==> config.mk <==
export PLATFORM = sky130hd
export DESIGN_NAME = uart_tx
export DESIGN_NICKNAME = d
export VERILOG_FILES = /design/src/rtl/uart_pkg.sv /design/src/rtl/uart_tx_serializer.sv /design/src/rtl/uart_tx.sv
export SDC_FILE = /design/constraint.sdc
export NUM_CORES = 1
export LEC_CHECK = 0
export CORE_ASPECT_RATIO = 1.75
export CORE_MARGIN = 4
export CORE_UTILIZATION = 39
export DETAILED_ROUTE_END_ITERATION = 7
export HOLD_SLACK_MARGIN = 0.06
export SLEW_MARGIN = 20
export SYNTH_ARGS = -nofsm -noshare
export SYNTH_HDL_FRONTEND = slang
export SYNTH_SLANG_ARGS = --single-unit
==> constraint.sdc <==
create_clock -name CLK -period 4.75 [get_ports CLK]
set_input_delay 0.95 -clock CLK [delete_from_list [all_inputs] [get_ports CLK]]
set_output_delay 0.95 -clock CLK [all_outputs]
set_load 0.02 [all_outputs]
==> src/rtl/uart_pkg.sv <==
// uart_pkg: shared UART definitions for the TX/RX paths
// Contents: FSM state encoding, parity-type constants, idle line level.
package uart_pkg;

    typedef enum logic [2:0] {
        IDLE,
        START,
        DATA,
        PARITY,
        STOP
    } uart_state_e;

    localparam logic PAR_EVEN  = 1'b0;
    localparam logic PAR_ODD   = 1'b1;
    localparam logic LINE_IDLE = 1'b1;

endpackage

==> src/rtl/uart_tx_serializer.sv <==
// uart_tx_serializer: holds the accepted byte and walks a bit index across it
// Ports:
//   CLK, RST          baud clock, asynchronous active-low reset
//   load              capture p_data and clear the index (frame acceptance)
//   clear             clear the index (entry to the data bits)
//   step              advance to the next data bit
//   p_data            parallel byte from upstream
//   data_q            latched byte (used for parity)
//   ser_bit           data bit selected by the index of the next cycle
//   ser_done          index is at the last data bit
module uart_tx_serializer
    import uart_pkg::*;
#(
    parameter int Data_width = 8
) (
    input  logic                  CLK,
    input  logic                  RST,
    input  logic                  load,
    input  logic                  clear,
    input  logic                  step,
    input  logic [Data_width-1:0] p_data,
    output logic [Data_width-1:0] data_q,
    output logic                  ser_bit,
    output logic                  ser_done
);

    localparam int CW = Data_width > 1 ? $clog2(Data_width) : 1;

    logic [CW-1:0] cnt_q;
    logic [CW-1:0] cnt_d;

    always_comb cnt_d = (load || clear) ? '0 : step ? cnt_q + CW'(1) : cnt_q;

    always_ff @(posedge CLK or negedge RST) begin
        if (!RST) begin
            data_q <= '0;
            cnt_q  <= '0;
        end else begin
            if (load)
                data_q <= p_data;
            cnt_q <= cnt_d;
        end
    end

    // Look ahead by one index so the output register in the top can
    // capture the bit that belongs to the next cycle.
    assign ser_bit  = data_q[cnt_d];
    assign ser_done = cnt_q == CW'(Data_width - 1);

endmodule

==> src/rtl/uart_tx.sv <==
// uart_tx: UART transmitter, one serial bit per baud clock
// Ports:
//   CLK          TX baud clock, one bit per rising edge
//   RST          asynchronous active-low reset
//   P_DATA       parallel data, sampled on acceptance only
//   Data_Valid   send request (pulse or level), ignored while busy
//   PAR_EN       insert parity bit after the data bits
//   PAR_TYP      0 = even, 1 = odd parity
//   TX_OUT       registered serial line, idles high
//   Busy         registered, high while a frame is in flight
// Build option: define UART_TX_STOP2_EN for two stop bits.
module uart_tx
    import uart_pkg::*;
#(
    parameter int Data_width = 8
) (
    input  logic                  CLK,
    input  logic                  RST,
    input  logic [Data_width-1:0] P_DATA,
    input  logic                  Data_Valid,
    input  logic                  PAR_EN,
    input  logic                  PAR_TYP,
    output logic                  TX_OUT,
    output logic                  Busy
);

    uart_state_e           state_q;
    uart_state_e           state_d;
    logic                  par_en_q;
    logic                  par_typ_q;
    logic                  load;
    logic                  clear;
    logic                  step;
    logic [Data_width-1:0] data_q;
    logic                  ser_bit;
    logic                  ser_done;
    logic                  par_bit;
    logic                  tx_d;
`ifdef UART_TX_STOP2_EN
    logic                  stop2_q;
`endif

    uart_tx_serializer #(
        .Data_width(Data_width)
    ) u_ser (
        .CLK     (CLK),
        .RST     (RST),
        .load    (load),
        .clear   (clear),
        .step    (step),
        .p_data  (P_DATA),
        .data_q  (data_q),
        .ser_bit (ser_bit),
        .ser_done(ser_done)
    );

    always_comb begin
        state_d = state_q;
        load    = 1'b0;
        clear   = 1'b0;
        step    = 1'b0;
        case (state_q)
            IDLE: begin
                load    = Data_Valid;
                state_d = Data_Valid ? START : IDLE;
            end
            START: begin
                clear   = 1'b1;
                state_d = DATA;
            end
            DATA: begin
                step    = !ser_done;
                state_d = !ser_done ? DATA : par_en_q ? PARITY : STOP;
            end
            PARITY: state_d = STOP;
`ifdef UART_TX_STOP2_EN
            STOP: state_d = stop2_q ? IDLE : STOP;
`else
            STOP: state_d = IDLE;
`endif
            default: state_d = IDLE;
        endcase
    end

    assign par_bit = ^data_q ^ (par_typ_q == PAR_ODD);

    // Outputs are registered from the next state so they line up with the
    // state register and no input reaches TX_OUT/Busy combinationally.
    assign tx_d = (state_d == START)  ? 1'b0    :
                  (state_d == DATA)   ? ser_bit :
                  (state_d == PARITY) ? par_bit : LINE_IDLE;

    always_ff @(posedge CLK or negedge RST) begin
        if (!RST) begin
            state_q   <= IDLE;
            TX_OUT    <= LINE_IDLE;
            Busy      <= 1'b0;
            par_en_q  <= 1'b0;
            par_typ_q <= 1'b0;
        end else begin
            state_q <= state_d;
            TX_OUT  <= tx_d;
            Busy    <= state_d != IDLE;
            if (load) begin
                par_en_q  <= PAR_EN;
                par_typ_q <= PAR_TYP;
            end
        end
    end

`ifdef UART_TX_STOP2_EN
    // Marks the second stop cycle; set after the first STOP cycle only.
    always_ff @(posedge CLK or negedge RST) begin
        if (!RST)
            stop2_q <= 1'b0;
        else
            stop2_q <= (state_q == STOP) && !stop2_q;
    end
`endif

endmodule

# Yosys cells after proc, flatten, opt, wreduce, memory -nomap -nowiden
# Cells that the tools add are included.
# totals
register_bits	18
elab_cells	36
inputBits	13
# op_classes
n_reduce_logical	5
n_mux	14
add_sub_neg	1
order_cmp	1
bitwise_logic	1
n_eq_ne	7
# op_table
cell	count
== test 3 x 2 -> 1 bit, second input constant	4
two-way mux 3 bit	4
case mux 3 bit (4 select lines)	1
two-way mux 1 bit	8
parity 8 bit	1
== test 3 x 1 -> 1 bit, second input constant	2
< comparator 3 x 4 -> 1 bit, second input constant	1
adder 3 x 1 -> 3 bit, second input constant	1
binary-select mux 1 bit (select 3 bit)	1
== test 3 bit, second input constant	1
logical NOT 3 bit	1
nonzero test 3 bit	1
logical NOT 1 bit	1
logical OR 1 bit	1
bitwise XOR 1 bit	1

# Logic depth before layout (Yosys ltp)
# Gate-level depths: netlist of the first run.
# depth
word_depth	9
mapped_depth	9

# Hierarchy
# A second synthesis of the first run with hierarchy kept.
# unflattened
hier_cells	74
area_unflattened_um2	945.9
# modules_own_cells
module	seq_area_each_um2	cells_per_inst	n_inst	area_per_inst_um2
uart_tx_serializer	275.3	42	1	556.8
uart_tx	176.4	32	1	389.1

# Least setup slack after synthesis of the first run
# OpenSTA, ideal clock, no wires.
# synth_path
path_type	register to register
start	register u_ser.cnt_q[0]
end	register TX_OUT
path_stages_with_launch	9
setup_ns	0.092
arrival_time_ns	2.114
path_slack_ns	2.545
n_path_buf	0
required_time_ns	4.658
path_cell_list	dfrtp_1 > ha_1 > ha_1 > or3b_4 > a32oi_2 > nor2b_1 > a2111o_1 > a21oi_2 > o32ai_2
# synth_via
elab_chain_cells	9
# synth_rtl
item	line_no	text
from (decl)	uart_tx_serializer.sv:29	logic [CW-1:0] cnt_q;
from (signal assigned)	uart_tx_serializer.sv:41	cnt_q <= cnt_d;
branches (longest 8 deep; another with adder 3 x 1 -> 3 bit)	n/a	
two-way mux 1 bit *	uart_tx.sv:89	assign tx_d = (state_d == START) ? 1'b0 :
named net tx_d	uart_tx.sv:38	logic tx_d;
to (signal assigned)	uart_tx.sv:102	TX_OUT <= tx_d;
to (decl)	uart_tx.sv:23	output logic TX_OUT,
# Mark *: on every way through the listed nets, which the timed path passes. The select of a mux whose other input is x is not followed.
# A chain may end at the register's enable or synchronous reset.

# Worst setup path after layout of the first run
# layout_path
start	input port Data_Valid
end	register u_ser.data_q[7]
# layout_via
elab_chain_cells	1
# layout_rtl
item	line_no	text
from (decl)	uart_tx.sv:20	input logic Data_Valid,
two-way mux 1 bit	uart_tx.sv:62	case (state_q)
to (signal assigned)	uart_tx_serializer.sv:40	data_q <= p_data;
to (decl)	uart_tx_serializer.sv:22	output logic [Data_width-1:0] data_q,
# No other way between the ends.

==> impl_results.md, run 1 <==
- Synthesized area: 1040 sq um
- Synth Instances: 95
- Met2 global-route usage: between 20% and 30%
- Critical path buffers and inverters: 1
- Fraction of final layout cells sized beyond drive strength 1: between 15 and 20%
- Total global-route track usage: 14.0%
- Worst hold path type: flip-flop to flip-flop
- Data arrival time at the worst-slack endpoint: around 2900 ps
- Busiest grt layer: met2
- Pwr Density: 715 nW/um^2
- ANT cells: 0
- Switching power: 339 uW
- Final standard cell count with taps included and fillers excluded: between 100 and 150
- Status: finished, final reports clean
- Total placed cells including tap cells: 130
- Fraction of the yosys area taken by sequential cells: 43.5%
- Cell breakdown of the critical path: clkdlybuf4s50_1 -> nor2b_1 -> nor3b_2 -> mux2_2
- Dominant cell by count in the synthesized netlist: dfrtp_1
- Most numerous cell types in the synthesized netlist: dfrtp_1 (17), xnor2_1 (8), inv_1 (6), mux2_2 (6), nand2_1 (6)
- Kind of end point of the critical path: flip-flop
- Detailed-route wire length: 2160 microns
- Crit Path Class: input pin to flip-flop
- H-Tree Level Count: 1
- Chip Width: roughly 47 microns
- Via count of the first global-routing pass: 805
- Hold buffers post-CTS: 0
- Area enclosed by the die boundary: approximately 3600 sq um
- Met3 track utilization from global routing: under 10%
- Sequential share of power: a little over a third
- Power share of the combinational group: 50.9%
- DR vias: 764
- Antenna Nets Post-Route: 0
- CTS tree: yes
- Wire length of the first global-routing pass: between 3000 and 4000 microns
- Filler Cells Inserted: 267
- Average size of a mapped cell: roughly 11 sq um
- Core ar.: 2520 sq um
- Effective utilization at floorplan: about two fifths
- Number of remaining DRC errors: 0
- Number of top-level design ports: 15
- Via density: 5.70
- Number of maximum-capacitance constraint violations: 0
- Fin Clk Skew: 1.68 ps
- Largest buffer count on any clock path: 2
- Pin count of the biggest net entering global routing: 19
- Drt first pass iters: 4
- Number of nets in the layout: 124
- Resized cells post-CTS: 0
- Clock period minus final worst setup slack: 2740 ps
- Clock input transition at the sequential cells of the worst setup and hold paths: 70 ps
- Detail Placement HPWL: 1650 microns
- Internal: ~540 uW
- Share of the cycle needed by the critical path after routing: approximately 58%
- Routability cong.: 0.843
- Ys Warns: 0
- Row cnt: 24
- Highest-delay cell along the critical path: nor3b_2
- Library cells used by synthesis: 39
- Sum of overflow across all layers after global routing: 0
- Post-CTS setup repair buffer count: 0
- Maximum achievable frequency: 0.365 GHz
- Area contributors post-synth: dfrtp_1 (41%), xnor2_1 (6.7%), mux2_2 (6.5%)
- Setup-violating endpoint count in the final report: 0
- Slew headroom: a little over a third
- DR iter-0 viols: 8
- Routed wire length per instance: between 15 and 20 microns
- Count of endpoints failing hold in the final timing report: 0
- Library cell with the largest summed area after synthesis: dfrtp_1
- Register bit total from synthesis: 18
- Clock insertion delay at the later pin of the skew report: about 250 ps
- Chip height: 76.3 microns
- Startpoint Class: input pin
- Number of buffers added on ports: 14
- Pleak: 0.000513 uW
- Share of Yosys cell area claimed by the top area cell type: 41.0%
- Fin. max-slew vios: 0
- RSZ-0062 raised after global routing: no
- Switching Fraction: about two fifths
- Number of synthesized flops with an enable pin: 0
- Total number of clock tree sinks: 18
- Share of power burned in the clock network: 14.2%
- Area delta synth->final: 18.8%
- Crit-path max FO: 15
- Slew at the pin closest to its max-slew limit: 953 ps
- Top_reg_cell synth: dfrtp_1
- Antenna violations before repair: 0
- Slowest cell delay on critical path: 800 ps
- Fraction of registers with async set/reset: between 90% and 100%
- Post-Syn Nets: 110
- Cell family with the largest share of critical-path delay: simple AND/OR/NAND/NOR gates
- Total clock buffers created by CTS: 3
- Data required time at the worst endpoint: 4890 ps
- Clock root buffer: clkbuf_8
- Met1 Usage GRT: 16.8%
- Worst-case vdd ir drop: around 0.37 mV
- Accumulated negative setup slack: 0 ps
==> metrics by stage <==
stage	utilization, %	hold slack (ps)	cell area (sq um)	total power [uW]	worst slack, ps
floorplan	-	502	1040	667	2540
global placement	46.7	518	1180	750	1780
detailed placement	46.7	527	1180	762	1730
CTS	48.9	543	1230	895	2000
global route	48.9	556	1230	952	1930
finish	48.9	542	1230	882	2010
==> cells in the final DEF (no fill, tap or decap), drive strengths merged, types with 2 or more instances in the layout <==
cell type | synthesis | layout
o21bai | 2 | 2
or3 | 2 | 2
o21ai | 5 | 5
nor2 | 3 | 3
nor3 | 2 | 2
mux2i | 3 | 3
nor2b | 2 | 2
o32ai | 3 | 3
mux2 | 6 | 6
clkdlybuf4s50 | 0 | 14
clkbuf | 1 | 4
inv | 6 | 6
a21oi | 3 | 3
dfrtp | 17 | 17
ha | 2 | 2
xnor2 | 8 | 8
nand2 | 6 | 6
nor3b | 3 | 3
==> final cells by class <==
| type | count | area, sq um | area share [%] |
|---|---|---|---|
| flip-flops and latches | 18 | 452 | 36.6 |
| multi-input cells | 66 | 532 | 43.1 |
| inverters | 6 | 22.5 | 1.83 |
| well taps | 26 | 32.5 | 2.64 |
| clock buffers | 4 | 55.1 | 4.46 |
| repair buffers | 14 | 140 | 11.4 |
==> final timing paths <==
kind / startpoint / end / slack, ps / cells after the start
hold reg to reg: par_typ_q$_DFFE_PN0P_ / par_typ_q$_DFFE_PN0P_ / 540 / 1
min in group asynchronous: RST / u_ser.data_q[6]$_DFFE_PN0P_ / 1170 / 1
max in group asynchronous: RST / u_ser.data_q[5]$_DFFE_PN0P_ / 3080 / 1
hold / removal: par_typ_q$_DFFE_PN0P_ / par_typ_q$_DFFE_PN0P_ / 540 / 1
setup reg to reg: u_ser.cnt_q[0]$_DFF_PN0_ / TX_OUT$_DFF_PN1_ / 2310 / 8
setup / recovery: Data_Valid / u_ser.data_q[7]$_DFFE_PN0P_ / 2010 / 4
==> logic make-up (layout without fill, tap and decap cells) <==
group | count (synthesis) | after routing | share of synthesized area (%)
flip-flops | 18 | 18 | 43.5
AO/OA/AOI/OAI | 23 | 23 | 17.8
AND/OR/NAND/NOR | 23 | 23 | 14.0
multiplexers | 9 | 9 | 9.40
XOR/XNOR | 9 | 9 | 7.59
buffers and inverters | 11 | 24 | 5.30
adder cells (fa/ha/maj) | 2 | 2 | 2.41
==> worst register-to-register path, delay by kind of cell, from the launching register on <==
family | cells | cell delay (ps)
AO/OA/AOI/OAI | 3 | 610
XOR/XNOR | 1 | 260
adder cells (fa/ha/maj) | 2 | 480
flip-flops | 1 | 430
AND/OR/NAND/NOR | 2 | 570
==> power by group through the flow <==
| stage | sequential [uW] | combinational, uW | clock, uW |
|---|---|---|---|
| finish | 308 | 449 | 125 |
| global route | 324 | 491 | 137 |
| CTS | 310 | 453 | 131 |
| detailed placement | 314 | 448 | 0 |
| global placement | 309 | 441 | 0 |
| floorplan | 281 | 387 | 0 |
==> state kept, by name, summed over array words and instances, names as in the netlist <==
register	flops
Busy	1
TX_OUT	1
u_ser.cnt_q	3
par_en_q	1
state_q	3
par_typ_q	1
u_ser.data_q	8
==> per-layer routing <==
| layer | wire, microns | up-vias |
|---|---|---|
| li1 | - | 369 |
| met1 | 825 | 374 |
| met2 | 1210 | 15 |
| met3 | 57 | 6 |
| met4 | 59 | 0 |
| met5 | 0 | - |
(Power assumes the default switching activity.)
==> run 2, diff against run 1 <==
clock period = 2.7 ns   (was 4.75 ns; I/O delays follow)
==> impl_results.md, run 2 (synthesis results as in run 1) <==
- Status: finished, final reports clean
- Number of buffers added on ports: 14
- Largest buffer count on any clock path: 2
- Flip-flop count of the largest register, all copies and words added: 8
- Setup slack after placement: 311 ps
- Antenna Nets Post-Route: 0
- Switching Fraction: 38.3%
- Routability cong.: 0.790
- Effective utilization at floorplan: 41.2%
- Total area of multi-input combinational cells: 532 sq um
- Fin Clk Skew: 0.999 ps
- Number of top-level design ports: 15
- Antenna violations before repair: 0
- Count of endpoints failing hold in the final timing report: 0
- Sequential share of power: 35.0%
- Accumulated negative setup slack: 0 ps
- Clock insertion delay at the later pin of the skew report: 250 ps
- Pin count of the biggest net entering global routing: 19
- DR vias: 785
- Via density: 5.81
- Detailed-route wire length: 2200 microns
- Chip Width: 47.0 microns
- Data arrival time at the worst-slack endpoint: roughly 2600 ps
- Clock period minus final worst setup slack: between 2000 and 2500 ps
- Wire length of the first global-routing pass: approximately 3700 microns
- Maximum achievable frequency: 0.416 GHz
- Total clock buffers created by CTS: 3
- Total global-route track usage: about 14%
- Via count of the first global-routing pass: 822
- Clock input transition at the sequential cells of the worst setup and hold paths: 70 ps
- Sum of overflow across all layers after global routing: 0
- Slew at the pin closest to its max-slew limit: 821 ps
- Number of remaining DRC errors: 0
- ANT cells: 0
- Setup-violating endpoint count in the final report: 0
- Drt first pass iters: 4
- Internal: 963 uW
- H-Tree Level Count: 1
- Register area: 452 sq um
- Worst-case vdd ir drop: between 0.7 and 0.8 mV
- Number of maximum-capacitance constraint violations: 0
- Flop2flop setup slack: 300 ps
- Core ar.: approximately 2500 sq um
- Share of the cycle needed by the critical path after routing: 89.0%
- DR iter-0 viols: 30
- Filler Cells Inserted: about 260
- Total number of clock tree sinks: 18
- RSZ-0062 raised after global routing: no
- Fraction of final layout cells sized beyond drive strength 1: 17.4%
- Area delta synth->final: 19.5%
- Start of the worst register-to-register path: u_ser.cnt_q[0]$_DFF_PN0_
- Startpoint Class: flip-flop
- Hold buffers post-CTS: 0
- Kind of end point of the critical path: flip-flop
- CTS tree: yes
- Worst hold path type: flip-flop to flip-flop
- Clock root buffer: clkbuf_8
- Share of power burned in the clock network: approximately 14%
- Highest-count cells in the layout ignoring fill and taps: dfrtp_1 (17), clkdlybuf4s50_1 (14), xnor2_1 (8)
- Routed wire length per instance: 16.3 microns
- Crit-path max FO: 7
- Switching power: between 500 and 600 uW
- Number of nets in the layout: 125
- Pleak: 0.000518 uW
- Crit Path Class: flip-flop to flip-flop
- Most common cell after layout, fill and taps aside: dfrtp_1
- Worst R2R Path Depth: 8
- Fin. max-slew vios: 0
- CP startpoint: u_ser.cnt_q[0]$_DFF_PN0_
- Row cnt: 24
- Worst setup slack after layout: 297 ps
- Endpoint of the most critical register-to-register path: TX_OUT$_DFF_PN1_
- Data required time at the worst endpoint: between 2000 and 3000 ps
- Slew headroom: 45.1%
- Pwr Density: approximately 1300 nW/um^2
- Placed standard-cell area: 1190 sq um
- Post-CTS setup repair buffer count: 0
- Worst Setup EP: TX_OUT$_DFF_PN1_
- Non-Filler Cell Area, Final: around 1200 sq um
- Detail Placement HPWL: 1710 microns
- Chip height: 76.3 microns
- Largest registers: u_ser.data_q x8, state_q x3, u_ser.cnt_q x3
- Resized cells post-CTS: 0
- Reg with most FFs: u_ser.data_q
- Area enclosed by the die boundary: 3580 sq um
- Power share of the combinational group: 50.8%
## run 2: through the flow
| step | cells | power, uW | hold slack (ps) | util, % |
|---|---|---|---|---|
| 6_report | 135 | 1560 | 533 | 49.2 |
| 5_1_grt | 135 | 1690 | 565 | 49.2 |
| 2_1_floorplan | 95 | 1170 | 244 | - |
| 3_5_place_dp | 131 | 1350 | 522 | 47.0 |
| 4_1_cts | 135 | 1580 | 539 | 49.2 |
| 3_3_place_gp | 131 | 1330 | 515 | 47.0 |
## run 2: worst min-delay path by stage
stage / startpoint / endpoint / slack [ps] / depth (start not counted)
after global placement: par_typ_q$_DFFE_PN0P_ / par_typ_q$_DFFE_PN0P_ / 510 / 1
final: par_typ_q$_DFFE_PN0P_ / par_typ_q$_DFFE_PN0P_ / 530 / 1
after global routing: par_typ_q$_DFFE_PN0P_ / par_typ_q$_DFFE_PN0P_ / 570 / 1
after CTS: par_typ_q$_DFFE_PN0P_ / par_typ_q$_DFFE_PN0P_ / 540 / 1
after detailed placement: par_typ_q$_DFFE_PN0P_ / par_typ_q$_DFFE_PN0P_ / 520 / 1
after floorplan: RST / Busy$_DFF_PN0_ / 240 / 0
## run 2: metal layers
metal  routed length, microns  part of all wire, %  global-route usage, %
met5                        0                    0                      0
met4                       88                  4.0                   9.14
met3                       93                  4.2                   2.84
met2                     1240                   56                   22.9
met1                      782                   36                   15.9
## run 2: worst max-delay path, cell delays in order, from the launching register on
cell and delay, ps:
dfrtp_1 430, ha_1 220, ha_1 250, or3b_4 400, a32oi_2 260, nor2b_1 70, a2111o_1 420, a21oi_2 170
o32ai_2 90
## run 2: power by group through the flow
stage                     clock, uW  combinational (uW)  sequential (uW)
after floorplan                   0                 680              494
after CTS                       227                 804              548
final                           221                 793              547
after global placement            0                 779              548
after global routing            240                 884              570
after detailed placement          0                 798              553
## run 2: final cells by class
class	count	share of cell area (%)
clock buffers	4	4.44
inverters	6	1.81
multi-input cells	66	42.8
flip-flops and latches	18	36.4
well taps	26	2.62
repair buffers	15	11.9
==> run 3, diff against run 2 <==
ABC_CLOCK_PERIOD_IN_PS = 2700   (was default)
==> results of run 3 <==
Same layout as run 2: the final DEF is identical, and so are final timing and power.
